$ cat src/rtl/systolic_result_streamer.sv
// Captures the multiplier's packed result bus on a done edge and streams it
// one element per beat over valid/ready, tagged with row/col and a last flag.
module systolic_result_streamer #(
  parameter int RESULT_WIDTH = 16,
  parameter int M            = 8,
  parameter int P            = 8
) (
  input  logic                           clk,
  input  logic                           rst_n,
  input  logic                           done_in,
  input  logic [M*P*RESULT_WIDTH-1:0]    result_c,
  input  logic                           col_major,
  output logic                           m_valid,
  input  logic                           m_ready,
  output logic [RESULT_WIDTH-1:0]        m_data,
  output logic [((M>1)?$clog2(M):1)-1:0] m_row,
  output logic [((P>1)?$clog2(P):1)-1:0] m_col,
  output logic                           m_last,
  output logic                           busy,
  output logic                           overrun
);

  localparam int ROW_W = (M > 1) ? $clog2(M) : 1;
  localparam int COL_W = (P > 1) ? $clog2(P) : 1;
  localparam int NELEM = M * P;

  typedef enum logic {IDLE, STREAM} state_t;

  state_t                      state_q, state_d;
  logic                        done_q;
  logic [NELEM*RESULT_WIDTH-1:0] snap_q, snap_d;
  logic                        colmaj_q, colmaj_d;
  logic                        valid_q, valid_d;
  logic [RESULT_WIDTH-1:0]     data_q, data_d;
  logic [ROW_W-1:0]            row_q, row_d, nrow;
  logic [COL_W-1:0]            col_q, col_d, ncol;
  logic                        last_q, last_d;
  logic                        ovr_q, ovr_d;
  logic                        done_edge, hs, final_hs;

  function automatic logic [RESULT_WIDTH-1:0] pick_elem(
    input logic [NELEM*RESULT_WIDTH-1:0] bus,
    input logic [ROW_W-1:0]              r,
    input logic [COL_W-1:0]              c
  );
    logic [RESULT_WIDTH-1:0] v;
    v = '0;
    for (int k = 0; k < NELEM; k++) begin
      if (k == int'(r) * P + int'(c)) v = bus[k*RESULT_WIDTH +: RESULT_WIDTH];
    end
    return v;
  endfunction

  assign done_edge = done_in & ~done_q;
  assign hs        = valid_q & m_ready;
  assign final_hs  = hs & last_q;

  // Next element position in the order latched at capture.
  always_comb begin
    nrow = row_q;
    ncol = col_q;
    if (!colmaj_q) begin
      if (col_q == COL_W'(P - 1)) begin
        ncol = '0;
        nrow = row_q + 1'b1;
      end else begin
        ncol = col_q + 1'b1;
      end
    end else begin
      if (row_q == ROW_W'(M - 1)) begin
        nrow = '0;
        ncol = col_q + 1'b1;
      end else begin
        nrow = row_q + 1'b1;
      end
    end
  end

  always_comb begin
    state_d  = state_q;
    snap_d   = snap_q;
    colmaj_d = colmaj_q;
    valid_d  = valid_q;
    data_d   = data_q;
    row_d    = row_q;
    col_d    = col_q;
    last_d   = last_q;
    ovr_d    = ovr_q;
    case (state_q)
      STREAM: begin
        if (final_hs) begin
          valid_d = 1'b0;
          last_d  = 1'b0;
          state_d = IDLE;
        end else if (hs) begin
          row_d  = nrow;
          col_d  = ncol;
          data_d = pick_elem(snap_q, nrow, ncol);
          last_d = (nrow == ROW_W'(M - 1)) && (ncol == COL_W'(P - 1));
        end
        if (done_edge && !final_hs) ovr_d = 1'b1;
      end
      default: ;
    endcase
    // A done edge on the final handshake chains straight into the next frame.
    if (done_edge && ((state_q == IDLE) || final_hs)) begin
      snap_d   = result_c;
      colmaj_d = col_major;
      valid_d  = 1'b1;
      row_d    = '0;
      col_d    = '0;
      data_d   = result_c[RESULT_WIDTH-1:0];
      last_d   = (NELEM == 1);
      state_d  = STREAM;
    end
  end

  always_ff @(posedge clk or negedge rst_n) begin
    if (!rst_n) begin
      state_q  <= IDLE;
      done_q   <= 1'b0;
      snap_q   <= '0;
      colmaj_q <= 1'b0;
      valid_q  <= 1'b0;
      data_q   <= '0;
      row_q    <= '0;
      col_q    <= '0;
      last_q   <= 1'b0;
      ovr_q    <= 1'b0;
    end else begin
      state_q  <= state_d;
      done_q   <= done_in;
      snap_q   <= snap_d;
      colmaj_q <= colmaj_d;
      valid_q  <= valid_d;
      data_q   <= data_d;
      row_q    <= row_d;
      col_q    <= col_d;
      last_q   <= last_d;
      ovr_q    <= ovr_d;
    end
  end

  assign m_valid = valid_q;
  assign m_data  = data_q;
  assign m_row   = row_q;
  assign m_col   = col_q;
  assign m_last  = last_q;
  assign busy    = (state_q == STREAM);
  assign overrun = ovr_q;

endmodule

$ cat config.mk
export PLATFORM = sky130hd
export DESIGN_NAME = systolic_result_streamer
export DESIGN_NICKNAME = d
export VERILOG_FILES = /design/src/rtl/systolic_result_streamer.sv
export SDC_FILE = /design/constraint.sdc
export NUM_CORES = 2
export LEC_CHECK = 0
export CORE_AREA = 2 2 407 409
export DETAILED_ROUTE_END_ITERATION = 10
export DIE_AREA = 0 0 409 411
export GPL_TIMING_DRIVEN = 0
export PLACE_DENSITY = 0.6
export SYNTH_ARGS = -nofsm -noshare
export SYNTH_HDL_FRONTEND = slang
export SYNTH_SLANG_ARGS = --single-unit
$ cat constraint.sdc
create_clock -name clk -period 4.38 [get_ports clk]
set_input_delay 0.876 -clock clk [delete_from_list [all_inputs] [get_ports clk]]
set_output_delay 0.876 -clock clk [all_outputs]
set_load 0.01 [all_outputs]
==> results.json <==
{
  "rows": 149,
  "worst_slew_pin_slew_ns": 1.234,
  "cts_buffers": 119,
  "synth_nets": 7165,
  "final_common_cell": "nand2_1",
  "antenna_found_initial": 30,
  "synth-seq-cells": 1052,
  "cp_top_family": "compound AO/OA/AOI/OAI gates",
  "cp-end-kind": "flip-flop",
  "critical_path.cell_chain": "ha_4 -> ha_2 -> clkbuf_4 -> mux2i_4 -> o2111ai_4 -> buf_12 -> a2111oi_4 -> a211o_1 -> a221oi_4 -> o211ai_1 -> a21oi_4 -> o211ai_1 -> a31o_1",
  "power_mw": 45.84,
  "cp_max_fo": 10,
  "grt.overflow.total": 0,
  "grt.met1_usage_pct": 47.05,
  "drt_pass1_iterations": 7,
  "path_buf_inv": 2,
  "drt_iter0_markers": 7062,
  "final.setup.tns_ns": -0.4479,
  "yosysTopAreaCell": "dfrtp_1",
  "synth_area_leaders": "dfrtp_1, nand2_1, clkbuf_1",
  "htree_levels": 3,
  "power_leakage_nw": 33.31,
  "synth-simple-area-share_pct": 29.92,
  "avgViaCountPerCell": 5.560,
  "finalHoldViolations": 0,
  "setup_ws_ns": -0.1672,
  "outcome": "finished, violations left",
  "syn_area_mm2": 0.04980,
  "grt_use_met2_pct": 57.16,
  "synthMuxAreaShare_pct": 0.3719,
  "max_freq_mhz": 219.9,
  "crit_slowest_cell": "o211ai_1",
  "drive_above_1_share_pct": 10.29,
  "nNetsFinal": 8472,
  "yosysWarningCount": 0,
  "wl_per_cell_um": 33.07,
  "yosysSeqAreaShare_pct": 52.87,
  "cp_data_required_time_ns": 5.09,
  "power_density_mw_per_mm2": 641.9,
  "power.share.switching_pct": 44.35,
  "p_clk_share_pct": 24.5,
  "grt_busiest_layer": "met2",
  "ir_drop_mv": 0.3881,
  "period_share_pct": 103.8,
  "ioPinCount": 1055,
  "cts_buffer_depth": 3,
  "synth-edff-count": 0,
  "port_buffers": 1054,
  "cp_slowest_stage_delay_ns": 0.69,
  "crit_arrival_ns": 5.26,
  "synth_cell_types": 103,
  "fillers": 16370,
  "cts_sinks": 1052,
  "area_growth_pct": 43.42,
  "rsz0062_at_grt": "yes",
  "clk_pin_slew_ns": 0.07,
  "drv_cap": 0,
  "regToRegSetupSlack_ns": -0.17,
  "fp.dieArea_mm2": 0.1681,
  "grt_use_met3_pct": 9.871,
  "vias": 54170,
  "clock_latency_ns": 0.79,
  "maxSlewViolCount": 0,
  "synth_top_area_share_pct": 52.87,
  "setup_viol": 9,
  "slew_headroom_pct": 17.76,
  "ant_nets": 0,
  "fp.dieW_um": 409,
  "synth_area_per_cell_um2": 8.123,
  "power_frac_comb_pct": 43.6,
  "die_height_um": 411,
  "p_seq_share_pct": 31.9,
  "power.internal_mw": 25.51,
  "grt_max_degree": 173,
  "synth_xor_area_share_pct": 0.03266,
  "final_cell_mix": "nand2_1, clkdlybuf4s50_1, dfrtp_1, clkbuf_1, o22ai_1",
  "root_buffer": "clkbuf_16",
  "min_path_type": "in2async",
  "cts_tree": "done",
  "crit_path_frequent_cell": "o211ai_1",
  "crit_type": "reg2reg",
  "violations": "setup timing",
  "synth_top_family_by_area": "simple AND/OR/NAND/NOR gates",
  "core_mm2": 0.1639,
  "initial_core_util_pct": 30.39,
  "grt_pass1_wl_um": 430800,
  "fin_crit_ns": 4.547,
  "grt_pass1_vias": 53200,
  "synth-compound-area-share_pct": 13.51,
  "dp_hpwl_um": 253200,
  "p_switching_mw": 20.33,
  "drcViolationCount": 0,
  "postSynthCellCount": 6130,
  "finalWirelength_um": 322200,
  "gp_congestion": 1.002,
  "synthAdderAreaFrac_pct": 0.1508,
  "synth_async_sr_flop_share_pct": 100.0,
  "cp-start-kind": "flip-flop",
  "grt_usage_pct": 37.01,
  "skew_ns": 0.03699,
  "ys.flop_type": "dfrtp_1"
}
-- metrics by stage --
stage	hold WS (ns)	instances	util (%)	setup WS [ns]	instance area [µm²]
6_report	0.2557	9743	43.58	-0.1672	71420
5_1_grt	0.3032	9738	43.57	-0.02891	71400
4_1_cts	0.3047	9705	43.25	0.002599	70880
3_5_place_dp	0.4569	9391	38.75	-2.753	63500
3_3_place_gp	0.4528	9373	38.50	-47.26	63080
2_1_floorplan	0.4374	6130	-	0.8872	49800
-- cells by family after synthesis --
group,Yosys count
AND/OR/NAND/NOR,3755
XOR/XNOR,1
buffers and inverters,375
flip-flops,1052
multiplexers,17
adder cells (fa/ha/maj),6
AO/OA/AOI/OAI,924
-- power by group through the flow --
| stage | Combinational (mW) | Sequential [mW] | Clock (mW) |
|---|---|---|---|
| 2_1_floorplan | 6.94 | 13.6 | 0 |
| 3_3_place_gp | 15.7 | 14.7 | 0 |
| 3_5_place_dp | 15.9 | 14.6 | 0 |
| 4_1_cts | 18.9 | 14.5 | 11.3 |
| 5_1_grt | 20.3 | 14.8 | 11.6 |
| 6_report | 20.0 | 14.6 | 11.2 |
-- routing by layer --
layer / share of wire, % / vias to the layer above
met5: 0.048 / -
met4: 6.5 / 14
met3: 9.9 / 718
met2: 44 / 3343
met1: 39 / 26960
li1: - / 23130
-- cells in the mapped netlist, drive strengths merged, types with 6 or more instances --
cell / number
clkbuf: 280
buf: 88
a2111oi: 27
ha: 6
mux2i: 11
nor4: 28
a211o: 10
nand3: 96
o22ai: 168
o22a: 16
o21ai: 141
or3: 10
o2bb2ai: 9
nand4: 36
dfrtp: 1052
o221ai: 30
o41ai: 6
or4: 9
and3: 13
nor2: 175
nand2b: 11
a21oi: 134
o2111ai: 23
a311oi: 6
a211oi: 22
a21o: 11
nor4b: 6
a22oi: 86
nor3: 77
o31ai: 7
a221oi: 54
mux2: 6
o32ai: 6
a221o: 19
a22o: 32
a31oi: 33
nor3b: 7
inv: 7
o211ai: 33
nand2: 3262
a32o: 6
-- registers in the layout, indices dropped and copies added (netlist names) --
name      flops
m_last        1
colmaj_q      1
m_data       16
busy          1
m_valid       1
m_row         3
m_col         3
overrun       1
done_q        1
snap_q     1024
-- final timing paths --
path / from / end / depth (start not counted)
max in group asynchronous: rst_n / snap_q[950] / 5
hold reg to reg: snap_q[138] / snap_q[138] / 2
setup reg to reg: m_col[1] / m_data[15] / 13
min in group clk: snap_q[138] / snap_q[138] / 2
setup / recovery: m_col[1] / m_data[15] / 13
hold / removal: rst_n / snap_q[356] / 2
-- timing repair --
item | CTS | global route
pin swaps | 70 | 31
setup buffers | 89 | 24
hold endpoints to repair | 0 | 0
gates resized for setup | 516 | 69
setup endpoints to repair | 28 | 16
cloned | 0 | 2
hold buffers | 0 | 0
-- final cells by class --
| cell class | instances | area (µm²) | area share [%] |
|---|---|---|---|
| flip-flops and latches | 1052 | 26330 | 36.87 |
| repair buffers | 1187 | 11870 | 16.62 |
| clock buffers | 162 | 3411 | 4.776 |
| clock inverters | 63 | 935.9 | 1.310 |
| diodes | 13 | 32.53 | 0.04555 |
| inverters | 7 | 26.28 | 0.03679 |
| plain buffers | 367 | 2167 | 3.034 |
| well taps | 2189 | 2739 | 3.835 |
| multi-input cells | 4703 | 23910 | 33.47 |
Power figures use the tool's default switching activity.
